**config.mk**
```make
export PLATFORM = sky130hd
export DESIGN_NAME = rng_ctrl
export DESIGN_NICKNAME = d
export VERILOG_FILES = /design/src/rtl/rng_pkg.sv /design/src/rtl/rng_fifo.sv /design/src/rtl/rng_ctrl.sv
export SDC_FILE = /design/constraint.sdc
export NUM_CORES = 1
export LEC_CHECK = 0
export ABC_AREA = 1
export ABC_CLOCK_PERIOD_IN_PS = 2100
export CAP_MARGIN = 10
export CORE_ASPECT_RATIO = 1.5
export CORE_MARGIN = 5
export CORE_UTILIZATION = 51
export DETAILED_ROUTE_END_ITERATION = 16
export PLACE_DENSITY_LB_ADDON = 0.3
export SYNTH_ARGS = -nofsm -noshare
export SYNTH_HDL_FRONTEND = slang
export SYNTH_SLANG_ARGS = --single-unit
```
**constraint.sdc**
```tcl
create_clock -name clk -period 2.1 [get_ports clk]
set_input_delay 0.42 -clock clk [delete_from_list [all_inputs] [get_ports clk]]
set_output_delay 0.42 -clock clk [all_outputs]
set_load 0.01 [all_outputs]
```
**src/rtl/rng_pkg.sv**
```systemverilog
// rng_pkg: shared types and default constants for the RNG controller.
//   rng_state_e      - controller FSM states
//   DEF_WARMUP_CYC   - default warm-up length in cycles
//   DEF_REP_LIMIT    - default repetition-test run length that trips a fault
//   DEF_DEPTH        - default output FIFO depth (power of two, >= 2)
package rng_pkg;

  typedef enum logic [1:0] {
    IDLE   = 2'd0,
    WARMUP = 2'd1,
    SAMPLE = 2'd2,
    FAULT  = 2'd3
  } rng_state_e;

  localparam int DEF_WARMUP_CYC = 16;
  localparam int DEF_REP_LIMIT  = 4;
  localparam int DEF_DEPTH      = 4;

endpackage

```
**src/rtl/rng_fifo.sv**
```systemverilog
// rng_fifo: synchronous DEPTH x 8 FIFO with flush.
//   clk, rst_n - clock, synchronous active-low reset
//   flush      - empties the FIFO (wins over push/pop)
//   push/wdata - write request; ignored when full
//   pop        - read request; ignored when empty
//   rdata      - head byte, 0 when empty
//   count      - occupancy, 0..DEPTH
//   empty      - count == 0
module rng_fifo import rng_pkg::*; #(
  parameter int DEPTH = DEF_DEPTH,
  localparam int AW = $clog2(DEPTH)
) (
  input  logic          clk,
  input  logic          rst_n,
  input  logic          flush,
  input  logic          push,
  input  logic [7:0]    wdata,
  input  logic          pop,
  output logic [7:0]    rdata,
  output logic [AW:0]   count,
  output logic          empty
);

  localparam logic [AW:0] FULL_CNT = (AW+1)'(DEPTH);

  logic [7:0]    mem [DEPTH];
  logic [AW-1:0] wr_ptr, rd_ptr;
  logic          full, do_push, do_pop;

  assign empty   = (count == '0);
  assign full    = (count == FULL_CNT);
  assign do_push = push && !full;
  assign do_pop  = pop && !empty;

  // Pointers wrap naturally because DEPTH is a power of two.
  always_ff @(posedge clk) begin
    if (!rst_n || flush) begin
      wr_ptr <= '0;
      rd_ptr <= '0;
      count  <= '0;
    end else begin
      if (do_push) wr_ptr <= wr_ptr + 1'b1;
      if (do_pop)  rd_ptr <= rd_ptr + 1'b1;
      case ({do_push, do_pop})
        2'b10:   count <= count + 1'b1;
        2'b01:   count <= count - 1'b1;
        default: ;
      endcase
    end
  end

  always_ff @(posedge clk) begin
    if (rst_n && !flush && do_push) mem[wr_ptr] <= wdata;
  end

  // Storage is not reset; hide stale contents behind the empty flag.
  assign rdata = empty ? '0 : mem[rd_ptr];

endmodule

```
**src/rtl/rng_ctrl.sv**
```systemverilog
// rng_ctrl: ring-oscillator RNG controller. Warms up the generator, samples
// bytes into an output FIFO, and runs a repetition health test.
//   clk, rst_n           - clock, synchronous active-low reset
//   start                - level request to keep the FIFO filled
//   rng_en               - generator enable (WARMUP/SAMPLE)
//   rng_data             - raw generator byte
//   out_data/out_valid   - FIFO head and valid (suppressed while faulted)
//   out_ready            - consumer accept
//   fault / fault_clr    - sticky health-test failure and its clear
//   busy                 - FSM in WARMUP or SAMPLE
module rng_ctrl import rng_pkg::*; #(
  parameter int WARMUP_CYC = DEF_WARMUP_CYC,
  parameter int REP_LIMIT  = DEF_REP_LIMIT,
  parameter int DEPTH      = DEF_DEPTH
) (
  input  logic       clk,
  input  logic       rst_n,
  input  logic       start,
  output logic       rng_en,
  input  logic [7:0] rng_data,
  output logic [7:0] out_data,
  output logic       out_valid,
  input  logic       out_ready,
  output logic       fault,
  input  logic       fault_clr,
  output logic       busy
);

  localparam int AW = $clog2(DEPTH);
  localparam int WW = (WARMUP_CYC > 1) ? $clog2(WARMUP_CYC) : 1;
  localparam int RW = $clog2(REP_LIMIT + 1);

  localparam logic [AW:0]   FULL_CNT = (AW+1)'(DEPTH);
  localparam logic [AW:0]   LAST_CNT = (AW+1)'(DEPTH - 1);
  localparam logic [WW-1:0] WARM_END = WW'(WARMUP_CYC - 1);
  localparam logic [RW-1:0] REP_MAX  = RW'(REP_LIMIT);

  rng_state_e    state, nxt_state;
  logic [WW-1:0] warm_cnt, warm_nxt;
  logic [RW-1:0] rep_cnt, rep_nxt, rep_try;
  logic [7:0]    prev_byte, prev_nxt;
  logic [AW:0]   count;
  logic          empty, push, pop, flush;

  rng_fifo #(.DEPTH(DEPTH)) u_fifo (
    .clk   (clk),
    .rst_n (rst_n),
    .flush (flush),
    .push  (push),
    .wdata (rng_data),
    .pop   (pop),
    .rdata (out_data),
    .count (count),
    .empty (empty)
  );

  assign rng_en    = (state == WARMUP) || (state == SAMPLE);
  assign busy      = rng_en;
  assign fault     = (state == FAULT);
  assign out_valid = !empty && (state != FAULT);
  assign pop       = out_valid && out_ready;

  // prev_byte and rep_cnt both clear to 0 on warm-up entry, so a first
  // sample of 0x00 "matches" and counts 0+1 = 1, same as a fresh load of 1.
  assign rep_try = (rng_data == prev_byte) ? rep_cnt + 1'b1 : RW'(1);

  always_ff @(posedge clk) begin
    if (!rst_n) begin
      state     <= IDLE;
      warm_cnt  <= '0;
      rep_cnt   <= '0;
      prev_byte <= '0;
    end else begin
      state     <= nxt_state;
      warm_cnt  <= warm_nxt;
      rep_cnt   <= rep_nxt;
      prev_byte <= prev_nxt;
    end
  end

  always_comb begin
    nxt_state = state;
    warm_nxt  = warm_cnt;
    rep_nxt   = rep_cnt;
    prev_nxt  = prev_byte;
    push      = 1'b0;
    flush     = 1'b0;
    case (state)
      IDLE: begin
        if (start && (count < FULL_CNT)) begin
          nxt_state = WARMUP;
          warm_nxt  = '0;
          rep_nxt   = '0;
          prev_nxt  = '0;
        end
      end
      WARMUP: begin
        if (!start)                    nxt_state = IDLE;
        else if (warm_cnt == WARM_END) nxt_state = SAMPLE;
        else                           warm_nxt  = warm_cnt + 1'b1;
      end
      SAMPLE: begin
        prev_nxt = rng_data;
        rep_nxt  = rep_try;
        if (rep_try >= REP_MAX) begin
          // Offending byte is dropped and everything already queued is suspect.
          nxt_state = FAULT;
          flush     = 1'b1;
        end else begin
          push = (count < FULL_CNT);
          // Full after this push unless a pop frees the slot in the same cycle.
          if (!start || ((count == LAST_CNT) && !pop)) nxt_state = IDLE;
        end
      end
      FAULT: begin
        if (fault_clr) nxt_state = IDLE;
      end
      default: nxt_state = IDLE;
    endcase
  end

endmodule
```
Yosys cells after proc, flatten, opt, wreduce, memory -nomap -nowiden
Memory sizes are Yosys's and may differ from the RTL's. A register that Yosys moved wholly into a read port is not among the register bits.
Index checks and enable logic that the tools add are counted.
- flip-flop bits (word level): 24
- bits in writable memories: 32
- output and inout port bits: 12
- word-level logic and storage cells: 83
- memories: 1
- memory list (memory ; depth ; width ; read ports ; clocked after memory_dff ; wr ports ; RTL line ; RTL):
    u_fifo.mem ; 4 ; 8 ; 1 ; 1 ; 1 ; rng_fifo.sv:26 ; logic [7:0] mem [DEPTH];
- add/sub/neg operators: 6
- $lt $le $gt $ge: 2
- equal/unequal tests: 16
- multiplexer cells: 26
- reductions and logical operators: 25
- operator list (kind ; number):
    2-bit 2-to-1 mux ; 8
    8-bit 2-to-1 mux ; 2
    8-bit case mux with 2 select lines ; 1
    4-bit 2-to-1 mux ; 3
    3-bit case mux with 2 select lines ; 2
    8-bit == test ; 1
    1-bit logical AND ; 8
    2-bit != test (second input constant) ; 4
    2-bit case mux with 4 select lines ; 1
    4-bit case mux with 2 select lines ; 1
    4-bit AND reduction ; 2
    3-bit by 1-bit adder with 3-bit output (second input constant) ; 2
    2-bit == test (second input constant) ; 3
    1-bit logical NOT ; 6
    1-bit 2-to-1 mux ; 6
    3-bit 2-to-1 mux ; 2
    2-bit nonzero test ; 3
    2-bit by 1-bit adder with 2-bit output (second input constant) ; 2
    4-bit by 1-bit adder with 4-bit output (second input constant) ; 1
    2-bit by 1-bit == test with 1-bit output (second input constant) ; 2
    4-bit == test (second input constant) ; 1
    3-bit by 2-bit == test with 1-bit output (second input constant) ; 1
    3-bit == test (second input constant) ; 1
    3-bit greater-or-equal comparator (second input constant) ; 1
    other kinds (9) ; 11

Longest topological paths before layout
- depth in word-level cells: 10
- depth in mapped cells: 15
- mapped depth without buffers: 15

By module
Synthesis repeated with hierarchy kept, for this count alone.
- cell total of the unflattened synthesis: 347
- area total of the unflattened synthesis: 2875.3 um^2
- by module, submodules not included (module ; instances ; cells each ; area each (um^2) ; sequential area each (um^2)):
    rng_fifo ; 1 ; 173 ; 1799.2 ; 1141.1
    rng_ctrl ; 1 ; 174 ; 1076.0 ; 340.3

Worst setup path after synthesis
OpenSTA, ideal clock, no wires.
- path type: flip-flop to flip-flop
- from: reg rep_cnt[0]
- to: reg u_fifo.count[2]
- library setup time: 120 ps
- arrival time: 2002 ps
- setup slack: -22 ps
- stages on the path, launching flop included: 12
- buffers on the path: 0
- cell sequence: dfxtp_1 ha_1 xor2_1 nand3_1 nand3_1 ha_1 inv_1 fa_1 a21oi_1 o21ai_0 xor2_1 nor2_1
- word-level cells in the longest chain between the ends: 8
- elaborated cells on any way between the ends: 13
- ends and longest elaborated chain (what ; RTL line ; RTL):
    from (decl) ; rng_ctrl.sv:40 ; logic [RW-1:0] rep_cnt, rep_nxt, rep_try;
    from (signal assigned) ; rng_ctrl.sv:76 ; rep_cnt <= rep_nxt;
    3-bit by 1-bit adder with 3-bit output (*) ; rng_ctrl.sv:65 ; assign rep_try = (rng_data == prev_byte) ? rep_cnt + 1'b1 : RW'(1);
    3-bit 2-to-1 mux (*) ; rng_ctrl.sv:65 ;
    3-bit greater-or-equal comparator (*) ; rng_ctrl.sv:105 ; if (rep_try >= REP_MAX) begin
    1-bit 2-to-1 mux ; rng_ctrl.sv:105 ;
    1-bit 2-to-1 mux ; rng_ctrl.sv:88 ; case (state)
    1-bit logical AND ; rng_fifo.sv:32 ; assign do_push = push && !full;
    2-bit by 1-bit == test with 1-bit output or 2-bit == test (tied branches) ; rng_fifo.sv:44 ; case ({do_push, do_pop})
    3-bit case mux with 2 select lines or 2-bit nonzero test (tied branches) ; - ;
    to (signal assigned) ; rng_fifo.sv:45 ; 2'b10: count <= count + 1'b1;
    to (signal assigned) ; rng_fifo.sv:46 ; 2'b01: count <= count - 1'b1;
    to (decl) ; rng_fifo.sv:20 ; output logic [AW:0] count,
Every way passes the cells marked *; elsewhere a longest branch is shown, timed or not.
A chain may end at the register's enable or synchronous reset.

Worst setup path in the final report
- from: reg prev_byte[1]
- to: reg u_fifo.count[2]
- word-level cells in the longest chain between the ends: 8
- elaborated cells on any way between the ends: 13
- ends and longest elaborated chain (what ; RTL line ; RTL):
    from (decl) ; rng_ctrl.sv:41 ; logic [7:0] prev_byte, prev_nxt;
    from (signal assigned) ; rng_ctrl.sv:77 ; prev_byte <= prev_nxt;
    8-bit == test (*) ; rng_ctrl.sv:65 ;
    3-bit 2-to-1 mux (*) ; rng_ctrl.sv:65 ;
    3-bit greater-or-equal comparator (*) ; rng_ctrl.sv:105 ;
    1-bit 2-to-1 mux ; rng_ctrl.sv:105 ;
    1-bit 2-to-1 mux ; rng_ctrl.sv:88 ;
    1-bit logical AND ; rng_fifo.sv:32 ;
    2-bit by 1-bit == test with 1-bit output or 2-bit == test (tied branches) ; rng_fifo.sv:44 ;
    3-bit case mux with 2 select lines or 2-bit nonzero test (tied branches) ; - ;
Marks and branches as above.

==> results by group <==
Timing
  • Worst slew pin tran: 0.363 ns
  • Worst clock skew: 0.00805 ns
  • Fin crit share: 96.9%
  • Final setup fails: 0
  • Unrepaired setup endpoints after global routing: yes
  • F_max: 491 MHz
  • Setup ws final: 0.0641 ns
  • Hold Vio Cnt, Final: 0
  • Fin. max-slew vios: 0
  • Minimum clock period: 2.04 ns
  • Smallest hold slack: 0.375 ns
  • Slew HR: 75.5%

Routing
  • Vias per Instance: about 5
  • WL per Instance: 12.5 µm
  • Final ANT Viol Nets: 0
  • Residual DRC: 0
  • Detailed Routing Iterations Pass 1: 4
  • Violation count after the first detailed-route iteration: 123
  • Final wirelength: slightly below 6 mm
  • Total number of vias: between 2000 and 2500

Place
  • HPWL Detailed: 4.29 mm
  • Worst slack, placed: -0.672 ns
  • Placer Congestion: a little over 0.8
  • DP Area: 0.00331 mm²
  • Port bufs: 24
  • Placed cell count: 446

Die
  • Std cell rows: 33
  • Die height: ~100 µm
  • Die Wd: 70.3 µm
  • Starting density of the core: slightly above 50%
  • Ports: 25
  • Die area: 0.00706 mm²
  • Area of the core: 0.00537 mm²

Global route
  • Number of global-route vias before repair: 2257
  • Largest net degree at the start of global routing: 18
  • Overflow after GRT: 0
  • GRT Resource Usage Total: between 10% and 20%
  • First-pass GRT wire length: between 9 and 10 mm
  • Antenna violations before repair: 0

Clock tree
  • H-tree levels: 3
  • CTS max path bufs: 2
  • Clock sink count: 58
  • Total CTS buffers: 9
  • Clk root buf: clkbuf_8
  • Clock transition at path regs: around 0.07 ns
  • CTS tree: yes
  • Worst skew pair latency: 0.33 ns

Power and ir drop
  • VDD IR-drop max: 0.00108 V
  • Power, Total: 0.00363 W
  • Leak pwr: 1.46 nW
  • Pwr per Cell Area: about 1000 mW/mm²

Worst setup path
  • Buf/Inv on CP: 1
  • CP startpoint kind: flop
  • R2R Setup Slk: around 0.064 ns
  • Setup Crit Path Kind: flop to flop
  • Worst Path Max Fanout: 4
  • Critical path data arrival time: 2.30 ns
  • Crit. End Element: flop
  • Largest stage delay on the critical path: approximately 0.41 ns
  • Worst path required time: 2.36 ns
  • Worst-path cell chain: xnor2_2, nand2_1, nor2_2, nand3_2, nand3_2, ha_1, inv_1, fa_2, a21oi_2, o21ai_1, xor2_1, nor2_1
  • R2r worst-path depth: 12
  • CP most frequent cell: nand3_2
  • Cell family with most CP delay: simple AND/OR/NAND/NOR gates
  • Slowest CP cell: dfxtp_1
  • RR Endpoint: u_fifo.count[2]
  • Reg2reg start: prev_byte[1]

Job
  • Max_cap viols: 0

Finish
  • Share of layout cells above drive strength 1: 19.1%
  • Antenna diode count: 0
  • Area Overhead vs Synth: 25.6%
  • Finished Cell Area: ~0.0035 mm²
  • Most common cell after layout, fill and taps aside: nand2_1
  • NumNets Final: 413
  • Non-filler cells in the finished layout: 463
  • Most frequent cells in the layout: nand2_1, nor2_1, inv_1

Logic synthesis
  • Post-synthesis cell count: 331
  • Syn Nets: 356
  • Unique cell type count in the Yosys netlist: 26
  • Synthesized area per cell: 8.40 µm²
  • Post-synthesis sequential area ratio: 53.3%
  • Yosys reg bits: 58
  • Total number of yosys warnings: 0
  • Synthesized area: 0.00278 mm²

Hold path
  • Hold Path Cell Cnt: 3
  • Hold path endpoint: prev_byte[6]
  • Worst Hold Class: input pin to flop
  • Hold_sp: rng_data[6]

Status
  • Status: finished clean
power breakdown:
group | internal [W] | leakage [nW] | switching (W)
clock network | 0.000453 | 0.0851 | 0.000421
registers | 0.00132 | 0.501 | 0.0000727
logic | 0.000559 | 0.877 | 0.000802
total | 0.00233 | 1.46 | 0.00130
what timing repair did:
action                     in CTS  in global routing
setup endpoints to repair      10                 12
hold buffers                    0                  0
pin swaps                       0                  5
gates cloned                    0                  0
resized for setup              23                 26
setup buffers                   1                  0
layer usage:
| layer | vias to the layer above | share of wire [%] | wire length (µm) | global-route usage (%) |
|---|---|---|---|---|
| met1 | 1024 | 38 | 2200 | 17.8 |
| met5 | - | 0 | 0 | 0 |
| met4 | 0 | 1.7 | 96 | 10.5 |
| li1 | 1180 | - | - | - |
| met2 | 45 | 56 | 3250 | 34.1 |
| met3 | 9 | 4.0 | 232 | 3.31 |
state kept, by name, summed over array words and instances, names as in the netlist, named ones only:
name,count
state,2
u_fifo.wr_ptr,2
u_fifo.rd_ptr,2
u_fifo.count,3
u_fifo.mem,32
rep_cnt,3
prev_byte,8
warm_cnt,4
cells by family (layout without fill, tap and decap cells):
group,after synthesis,in the layout,share of synthesized area [%]
adder cells (fa/ha/maj),12,12,5.67
flip-flops,58,58,53.3
AO/OA/AOI/OAI,53,53,9.85
buffers and inverters,55,117,7.74
XOR/XNOR,6,6,1.89
AND/OR/NAND/NOR,147,147,21.6
how the worst max path moves through the flow:
stage	to	start	cells past startpoint
6_report	u_fifo.count[2]	prev_byte[1]	12
5_1_grt	u_fifo.count[2]	prev_byte[0]	15
4_1_cts	u_fifo.count[2]	prev_byte[0]	15
3_5_place_dp	u_fifo.count[2]	rng_data[0]	16
3_3_place_gp	u_fifo.count[2]	rng_data[0]	16
2_1_floorplan	u_fifo.count[2]	rep_cnt[0]	11
worst reg2reg max path, stage by stage (launching register included):
cell and delay [ns]:
dfxtp_1 0.41, xnor2_2 0.14, nand2_1 0.09, nor2_2 0.14, nand3_2 0.10, nand3_2 0.08, ha_1 0.14, inv_1 0.06
fa_2 0.34, a21oi_2 0.11, o21ai_1 0.08, xor2_1 0.16, nor2_1 0.11
cells in the mapped netlist:
cell	number	area share [%]
a21oi_1	28	5.0
a21oi_2	1	0.31
a31o_2	1	0.31
a31oi_1	1	0.23
buf_2	4	0.72
buf_4	1	0.27
clkbuf_1	3	0.40
clkinv_1	1	0.13
dfxtp_1	26	19
edfxtp_1	32	35
fa_1	1	0.72
ha_1	11	4.9
inv_1	44	5.9
inv_2	2	0.27
nand2_1	67	9.0
nand2_2	1	0.23
nand3_1	7	1.3
nand3_2	2	0.72
nand4_1	4	0.90
nor2_1	60	8.1
nor2_2	2	0.45
nor3_1	2	0.36
nor3b_1	2	0.54
o21ai_0	22	4.0
xnor2_1	2	0.63
xor2_1	4	1.3
per-stage QoR:
stage	setup TNS [ns]	utilization, %
after global routing	-0.106	65.1
after detailed placement	-10.04	61.6
after CTS	-0.00672	64.9
after global placement	-7.92	61.6
final	0	65.1
after floorplan	0	-
cell type report:
type | instances | area, µm²
flip-flops and latches | 58 | 1490
clock buffers | 11 | 141
repair buffers | 54 | 444
clock inverters | 5 | 30.0
multi-input cells | 218 | 1130
well taps | 70 | 87.6
fillers | 470 | 1870
inverters | 47 | 179
No activity file was read; power rests on OpenSTA's default activity.
